File: config.mk
export PLATFORM = sky130hd
export DESIGN_NAME = seqdet_ctrl
export DESIGN_NICKNAME = d
export VERILOG_FILES = /design/src/rtl/seqdet_ctrl.sv
export SDC_FILE = /design/constraint.sdc
export NUM_CORES = 1
export LEC_CHECK = 0
export BUFFER_PORTS_ARGS = -buffer_cell sky130_fd_sc_hd__buf_2
export CAP_MARGIN = 40
export CORE_MARGIN = 2
export CORE_UTILIZATION = 50
export CTS_CLUSTER_SIZE = 30
export DETAILED_ROUTE_END_ITERATION = 6
export GPL_TIMING_DRIVEN = 0
export PLACE_DENSITY_LB_ADDON = 0.08
export SLEW_MARGIN = 20
export SYNTH_ARGS = -nofsm -noshare
export SYNTH_HDL_FRONTEND = slang
export SYNTH_SLANG_ARGS = --single-unit
File: constraint.sdc
create_clock -name clk_i -period 4.9 [get_ports clk_i]
set_input_delay 0.49 -clock clk_i [delete_from_list [all_inputs] [get_ports clk_i]]
set_output_delay 0.49 -clock clk_i [all_outputs]
set_load 0.01 [all_outputs]
File: src/rtl/seqdet_ctrl.sv
// Programmable bit-serial sequence detector: arm, fill, match overlapping
// occurrences, finish on match target or window timeout, hold status until ack.
module seqdet_ctrl #(
  parameter int MAX_LEN = 8,
  parameter int LEN_W   = 4,
  parameter int CNT_W   = 8,
  parameter int WIN_W   = 16
) (
  input  logic               clk_i,
  input  logic               rst_ni,
  input  logic               start_i,
  input  logic               abort_i,
  input  logic [MAX_LEN-1:0] pattern_i,
  input  logic [LEN_W-1:0]   pat_len_i,
  input  logic [CNT_W-1:0]   target_i,
  input  logic [WIN_W-1:0]   window_i,
  input  logic               inp_i,
  input  logic               inp_valid_i,
  input  logic               ack_i,
  output logic               busy_o,
  output logic               det_o,
  output logic [CNT_W-1:0]   match_cnt_o,
  output logic               done_o,
  output logic               timeout_o
);

  typedef enum logic [1:0] {IDLE, FILL, RUN, DONE} state_e;

  state_e             state_q, state_d;
  logic [MAX_LEN-1:0] sr_q, sr_d, pat_q, pat_d;
  logic [LEN_W-1:0]   len_q, len_d, fill_q, fill_d;
  logic [CNT_W-1:0]   tgt_q, tgt_d, cnt_q, cnt_d;
  logic [WIN_W-1:0]   win_q, win_d, timer_q, timer_d;
  logic               det_q, det_d, done_q, done_d, tmo_q, tmo_d;

  logic [MAX_LEN-1:0] sr_shift, mask;
  logic [LEN_W-1:0]   fill_inc;
  logic [CNT_W-1:0]   cnt_inc;
  logic               hit, win_exp, armed, match_now, reach;

  always_comb begin
    sr_shift = {sr_q[MAX_LEN-2:0], inp_i};
    for (int i = 0; i < MAX_LEN; i++) mask[i] = (i < int'(len_q));
    hit      = (((sr_shift ^ pat_q) & mask) == '0);
    fill_inc = fill_q + 1'b1;
    cnt_inc  = (&cnt_q) ? cnt_q : cnt_q + 1'b1;
    win_exp  = (win_q != '0) && (timer_q == win_q - 1'b1);
    // The bit that completes the fill is already eligible to match.
    armed     = (state_q == RUN) || (fill_inc == len_q);
    match_now = inp_valid_i && armed && hit;
    reach     = match_now && (cnt_inc >= tgt_q);
  end

  always_comb begin
    state_d = state_q;
    sr_d    = sr_q;
    pat_d   = pat_q;
    len_d   = len_q;
    fill_d  = fill_q;
    tgt_d   = tgt_q;
    cnt_d   = cnt_q;
    win_d   = win_q;
    timer_d = timer_q;
    det_d   = 1'b0;
    done_d  = done_q;
    tmo_d   = tmo_q;
    unique case (state_q)
      IDLE: if (start_i) begin
        pat_d   = pattern_i;
        len_d   = (pat_len_i == '0) ? LEN_W'(1) :
                  (pat_len_i > LEN_W'(MAX_LEN)) ? LEN_W'(MAX_LEN) : pat_len_i;
        tgt_d   = (target_i == '0) ? CNT_W'(1) : target_i;
        win_d   = window_i;
        sr_d    = '0;
        fill_d  = '0;
        timer_d = '0;
        cnt_d   = '0;
        tmo_d   = 1'b0;
        state_d = FILL;
      end
      FILL, RUN: begin
        timer_d = timer_q + 1'b1;
        if (inp_valid_i) sr_d = sr_shift;
        if (abort_i) begin
          state_d = IDLE;
        end else begin
          if (state_q == FILL && inp_valid_i) begin
            fill_d = fill_inc;
            if (fill_inc == len_q) state_d = RUN;
          end
          if (match_now) begin
            det_d = 1'b1;
            cnt_d = cnt_inc;
          end
          // A target-reaching match on the expiry edge is reported as success.
          if (reach) begin
            state_d = DONE;
            done_d  = 1'b1;
            tmo_d   = 1'b0;
          end else if (win_exp) begin
            state_d = DONE;
            done_d  = 1'b1;
            tmo_d   = 1'b1;
          end
        end
      end
      DONE: if (ack_i) begin
        state_d = IDLE;
        done_d  = 1'b0;
        tmo_d   = 1'b0;
      end
      default: state_d = IDLE;
    endcase
  end

  always_ff @(posedge clk_i) begin
    if (!rst_ni) begin
      state_q <= IDLE;
      sr_q    <= '0;
      pat_q   <= '0;
      len_q   <= '0;
      fill_q  <= '0;
      tgt_q   <= '0;
      cnt_q   <= '0;
      win_q   <= '0;
      timer_q <= '0;
      det_q   <= 1'b0;
      done_q  <= 1'b0;
      tmo_q   <= 1'b0;
    end else begin
      state_q <= state_d;
      sr_q    <= sr_d;
      pat_q   <= pat_d;
      len_q   <= len_d;
      fill_q  <= fill_d;
      tgt_q   <= tgt_d;
      cnt_q   <= cnt_d;
      win_q   <= win_d;
      timer_q <= timer_d;
      det_q   <= det_d;
      done_q  <= done_d;
      tmo_q   <= tmo_d;
    end
  end

  assign busy_o      = (state_q != IDLE);
  assign det_o       = det_q;
  assign match_cnt_o = cnt_q;
  assign done_o      = done_q;
  assign timeout_o   = tmo_q;

endmodule

==> impl_metrics.yaml, run 1 <==
yosys:
  ys_seq_elements: 76
  yosysSeqAreaShare: 0.3392
  synth_top_area_frac: 0.3392
  syn_area_per_cell_um2: 8.337
  synth-simple-area-share: 0.2597
  syn-cell-area_um2: 4486
  synthAdderAreaFrac: 0.04463
  synth_top_family_by_area: "simple AND/OR/NAND/NOR gates"
  synth_enable_flop_cells: 0
  ys_async_sr_fraction: 0
  syn_inst: 538
  muxShareOfSynthArea: 0.005021
  post-synth-top-area-cell: "dfxtp_1"
  ys_warn_count: 0
  synth_xor_area_frac: 0.09958
  yosys-top-cells-area: "dfxtp_1 34%, nand2_1 7.2%, a21boi_0 6.2%, xnor2_1 5.3%, xor2_1 4.7%"
  synth_nets: 597
  synth_compound_area_frac: 0.1969
  ys_types: 65
  synth_ff_type: "dfxtp_1"
floorplanning:
  placementRows: 34
  dieWidth_um: 98.72
  initial_core_util: 0.5143
  coreArea_um2: 8721
  io_pins: 55
  dieArea_um2: 9745
  die_h_um: 98.72
routing:
  vias_per_cell: 5.529
  dr.pass1.iters: 4
  wl_per_cell_um: 14.87
  via_count: 3948
  ant_nets: 0
  drt-initial-drc-count: 142
  drc: 0
  drt_wl_total_um: 10610
worst_setup_path:
  startpoint_type: "flip-flop"
  cp.required_ns: 5.13
  worstPathArrival_ns: 3.55
  path_max_fanout: 8
  crit_type: "flip-flop to flip-flop"
  end_kind: "flip-flop"
timing:
  setup_violations: 0
  drv_slew: 0
  fmax_mhz: 301.3
  clock_skew_ns: 0.008503
  rsz0062_at_grt: "no"
  fin_setup_tns_ns: 0
  fin_crit_ns: 3.319
  hold_viol_final: 0
  hold_slack_ns: 0.3856
  relSlewSlack: 0.5252
  worstMarginPinSlew_ns: 0.7122
  period_share: 0.6773
  setup_ws_ns: 1.581
placement:
  port-buffer-count: 53
  place_hpwl_um: 8068
  finalWeightedCongestion: 0.8494
  place_area_um2: 4886
  dp_cells: 699
  place_ws_ns: 1.616
clocking:
  numCtsBuffers: 9
  root_buffer: "clkbuf_8"
  cts_hold_buf: 0
  cts_max_level: 3
  tritoncts: "yes"
  clk_latency_ns: 0.34
  clock_sinks: 76
  cts_resized: 0
  cts_buffer_depth: 2
  postCtsSetupBuffers: 0
  clkTransAtPathRegs_ns: 0.08
grt:
  grt_max_degree: 13
  grt_pass1_vias: 3742
  grt-ovfl-total: 0
  grt.total_usage: 0.2195
  antenna_found_initial: 0
  grt_pass1_wl_um: 17670
cells_and_area:
  drive_gt1_frac: 0.1617
  mostFrequentLayoutCell: "nand2_1"
  layoutNonFillerInstCount: 714
  final_util: 0.5838
  n_fill_cell: 814
  nets: 661
  final_cell_mix: "86 x nand2_1, 76 x dfxtp_1, 55 x buf_2"
  multi_input_area_um2: 2718
  antennaDiodeCount: 0
  finalInstanceArea_um2: 5091
  syn2layout_area_growth_pct: 13.50
  seq_area_um2: 1521
min_path:
  hp-class: "input pin to flip-flop"
run:
  drv_cap: 0
power_and_ir_drop:
  power.leakage_nw: 2.012
  ir_drop_mv: 0.2054
  power_density_nw_per_um2: 294.9
  power.total_mw: 1.502
status:
  status: "completed"
-- logic make-up (layout without fill, tap and decap cells) --
family	Yosys count	count (layout)
xor gates and xnor gates	51	51
muxes	2	2
DFF	76	76
AOI/OAI and AO/OA	121	121
buffers and inverters	50	118
and+or+nand+nor	222	222
adders and majority gates	16	16
-- where the power goes --
group          switching [mW]  internal [mW]
registers              0.0242          0.643
clock network           0.229          0.283
logic                   0.188          0.135
total                   0.441           1.06
-- layout make-up --
type	count	area share
flip-flops and latches	76	0.2988
repair buffers	53	0.05210
plain buffers	29	0.03293
clock inverters	5	0.01524
clock buffers	10	0.02507
inverters	21	0.01548
well taps	108	0.02654
multi-input cells	412	0.5338
-- worst max-delay path, stage by stage (launching register included) --
cell and delay, ns:
dfxtp_1 0.44, ha_1 0.29, and3_1 0.22, nand3_1 0.27, xnor2_1 0.27, ha_1 0.26
nand2b_1 0.14, a211oi_1 0.21, or3_1 0.13, a31oi_1 0.09, o21ai_0 0.27, a21boi_1 0.34
nor3_1 0.08, o211a_1 0.20
-- synth_stat cells (15+ instances only) --
library cell and n:
nand2_1 86, nor2b_1 16, nor2_1 29, o21ai_0 18, clkbuf_1 16, ha_1 16, inv_1 21, dfxtp_1 76
nand3_1 15, xnor2_1 27, a21boi_0 37, xor2_1 24
-- path summary, 6_finish.rpt --
path	start	to	slack, ns	depth (start not counted)
worst max-delay path	match_cnt_o[0]$_SDFFE_PN0P_	done_o$_SDFFE_PN0P_	1.58	13
worst min-delay path	window_i[9]	win_q[9]$_SDFFE_PN0P_	0.39	3
worst max register to register	match_cnt_o[0]$_SDFFE_PN0P_	done_o$_SDFFE_PN0P_	1.58	13
worst min register to register	tgt_q[2]$_SDFFE_PN0P_	tgt_q[2]$_SDFFE_PN0P_	0.47	2
-- routing by layer --
| metal | up-vias | GRT usage | part of all wire |
|---|---|---|---|
| met5 | - | 0 | 0 |
| met4 | 0 | 0.06322 | 0.017 |
| met3 | 17 | 0.02837 | 0.036 |
| met2 | 84 | 0.3878 | 0.49 |
| met1 | 1838 | 0.2810 | 0.46 |
| li1 | 2009 | - | - |
-- state kept, by name, indices dropped and copies added (netlist names) --
register	flops
len_q	4
timer_q	16
state_q	2
det_o	1
pat_q	8
sr_q	7
tgt_q	8
match_cnt_o	8
fill_q	4
win_q	16
timeout_o	1
done_o	1
Power figures use the tool's default switching activity.
==> inputs of run 2 (changes only) <==
Clock period 4.9 ns to 3.1 ns, I/O delays scaled along.
==> run 2 against run 1 <==
Compared with the run above: first-iteration DRC count rose by 19%; clock-buffer cell count did not move; final cell count unchanged; sequential power up 57%; design area is 0.79% higher; critical endpoint unchanged.
==> impl_metrics.yaml, run 2 (synthesis results as in run 1) <==
status:
  status: "completed"
routing:
  drc: 0
  vias_per_cell: 5.469
  drt-initial-drc-count: 169
  ant_nets: 0
  dr.pass1.iters: 4
  dr_wl_met3_um: 315
  via_count: 3905
  dr_wl_met2_um: 5239
  routed.top_layer: "met4"
  wl_per_cell_um: 14.85
  wl_met1_um: 4894
  drt_wl_total_um: 10600
min_path:
  hp-class: "input pin to flip-flop"
cells_and_area:
  syn2layout_area_growth_pct: 14.39
  nets: 661
  layoutNonFillerInstCount: 714
  mostFrequentLayoutCell: "nand2_1"
  largest_registers: "timer_q (16), win_q (16)"
  drive_gt1_frac: 0.1733
  antennaDiodeCount: 0
  final_cell_mix: "86 x nand2_1, 74 x dfxtp_1, 55 x buf_2"
worst_setup_path:
  rr_worst_depth: 12
  end_kind: "flip-flop"
  worstPathArrival_ns: 3.11
  path_max_fanout: 8
  rrSetupSlack_ns: 0.22
  reg2reg_to: "done_o$_SDFFE_PN0P_"
  cp.required_ns: 3.34
  critPathCapture: "done_o$_SDFFE_PN0P_"
  cp-startpoint: "match_cnt_o[1]$_SDFFE_PN0P_"
  startpoint_type: "flip-flop"
  crit_type: "flip-flop to flip-flop"
  r2r-start: "match_cnt_o[1]$_SDFFE_PN0P_"
clocking:
  cts_hold_buf: 0
  numCtsBuffers: 9
  clock_sinks: 76
  clk_latency_ns: 0.34
  clkTransAtPathRegs_ns: 0.08
  postCtsSetupBuffers: 0
  cts_buffer_depth: 2
  root_buffer: "clkbuf_8"
  cts_max_level: 3
  tritoncts: "yes"
run:
  drv_cap: 0
grt:
  grt_pass1_vias: 3740
  grt.total_usage: 0.2200
  grt_max_degree: 13
  grt_pass1_wl_um: 17710
  grt-ovfl-total: 0
  antenna_found_initial: 0
placement:
  finalWeightedCongestion: 0.8494
  port-buffer-count: 53
  place_hpwl_um: 8068
  dp_cells: 699
timing:
  fin_crit_ns: 2.875
  clock_skew_ns: 0.008851
  drv_slew: 0
  period_share: 0.9275
  rsz0062_at_grt: "no"
  worstMarginPinSlew_ns: 0.6981
  fmax_mhz: 347.8
  hold_slack_ns: 0.2048
  setup_violations: 0
  relSlewSlack: 0.5346
  hold_viol_final: 0
floorplanning:
  dieWidth_um: 98.72
  coreArea_um2: 8721
  dieArea_um2: 9745
  placementRows: 34
  io_pins: 55
  die_h_um: 98.72
  initial_core_util: 0.5143
power_and_ir_drop:
  power.leakage_nw: 2.019
  ir_drop_mv: 0.3254
  power_density_nw_per_um2: 462.9
-- run 2: cell counts in the layout (fill, tap and decap cells not counted) --
Identical to the previous run, type by type.
-- run 2: per-layer routing --
metal / vias up / track usage
met2: 64 / 0.3888
met4: 0 / 0.06322
met1: 1818 / 0.2815
li1: 2009 / -
met3: 14 / 0.02837
met5: - / 0
-- run 2: layout make-up --
type,instances,area (um2)
fill,805,3590
multi-input combinational,412,2755
sequential,76,1524
timing repair buffer,53,265.3
buffer,29,167.7
tap,108,135.1
clock buffer,10,127.6
inverter,21,78.83
clock inverter,5,77.57
-- run 2: where the power goes --
group | total (mW) | switching, mW | internal, mW
registers | 1.05 | 0.0383 | 1.02
clock network | 0.809 | 0.362 | 0.447
logic | 0.512 | 0.299 | 0.214
total | 2.38 | 0.699 | 1.68
-- run 2: worst max-delay path: stages, from the launching register on --
cell and delay (ns):
dfxtp_1 0.43, ha_4 0.19, and3_2 0.22, nand3_4 0.14, mux2_2 0.32, ha_1 0.27, a211oi_1 0.05, or3_1 0.36
a31oi_1 0.20, o21ai_1 0.12, o21a_1 0.19, a21o_1 0.15, o211a_1 0.11
-- run 2: metrics by stage --
step                TNS [ns]  utilization  power [mW]  cell area [um2]  setup slack, ns
floorplan                  0            -       1.449             4486           0.2310
global placement     -0.1349       0.5603       1.573             4886          -0.1349
detailed placement   -0.2940       0.5603       1.589             4886          -0.1843
CTS                        0       0.5851       2.382             5102        0.0002447
global route               0       0.5884       2.491             5131          0.01334
finish                     0       0.5884       2.375             5131           0.2248
-- run 2: worst min-delay path by stage --
| stage | start | end | slack [ns] | depth (start not counted) |
|---|---|---|---|---|
| after detailed placement | tgt_q[6]$_SDFFE_PN0P_ | tgt_q[6]$_SDFFE_PN0P_ | 0.46 | 2 |
| after floorplan | tgt_q[1]$_SDFFE_PN0P_ | tgt_q[1]$_SDFFE_PN0P_ | 0.44 | 2 |
| after global placement | tgt_q[1]$_SDFFE_PN0P_ | tgt_q[1]$_SDFFE_PN0P_ | 0.45 | 2 |
| after global routing | window_i[11] | win_q[11]$_SDFFE_PN0P_ | 0.22 | 3 |
| after CTS | window_i[7] | win_q[7]$_SDFFE_PN0P_ | 0.20 | 3 |
| final | window_i[9] | win_q[9]$_SDFFE_PN0P_ | 0.20 | 3 |
-- run 2: repair_timing --
item / CTS / global route
endpoints found under the setup margin: 4 / 4
gates resized for setup: 3 / 7
gates cloned: 0 / 0
pin swaps: 0 / 0
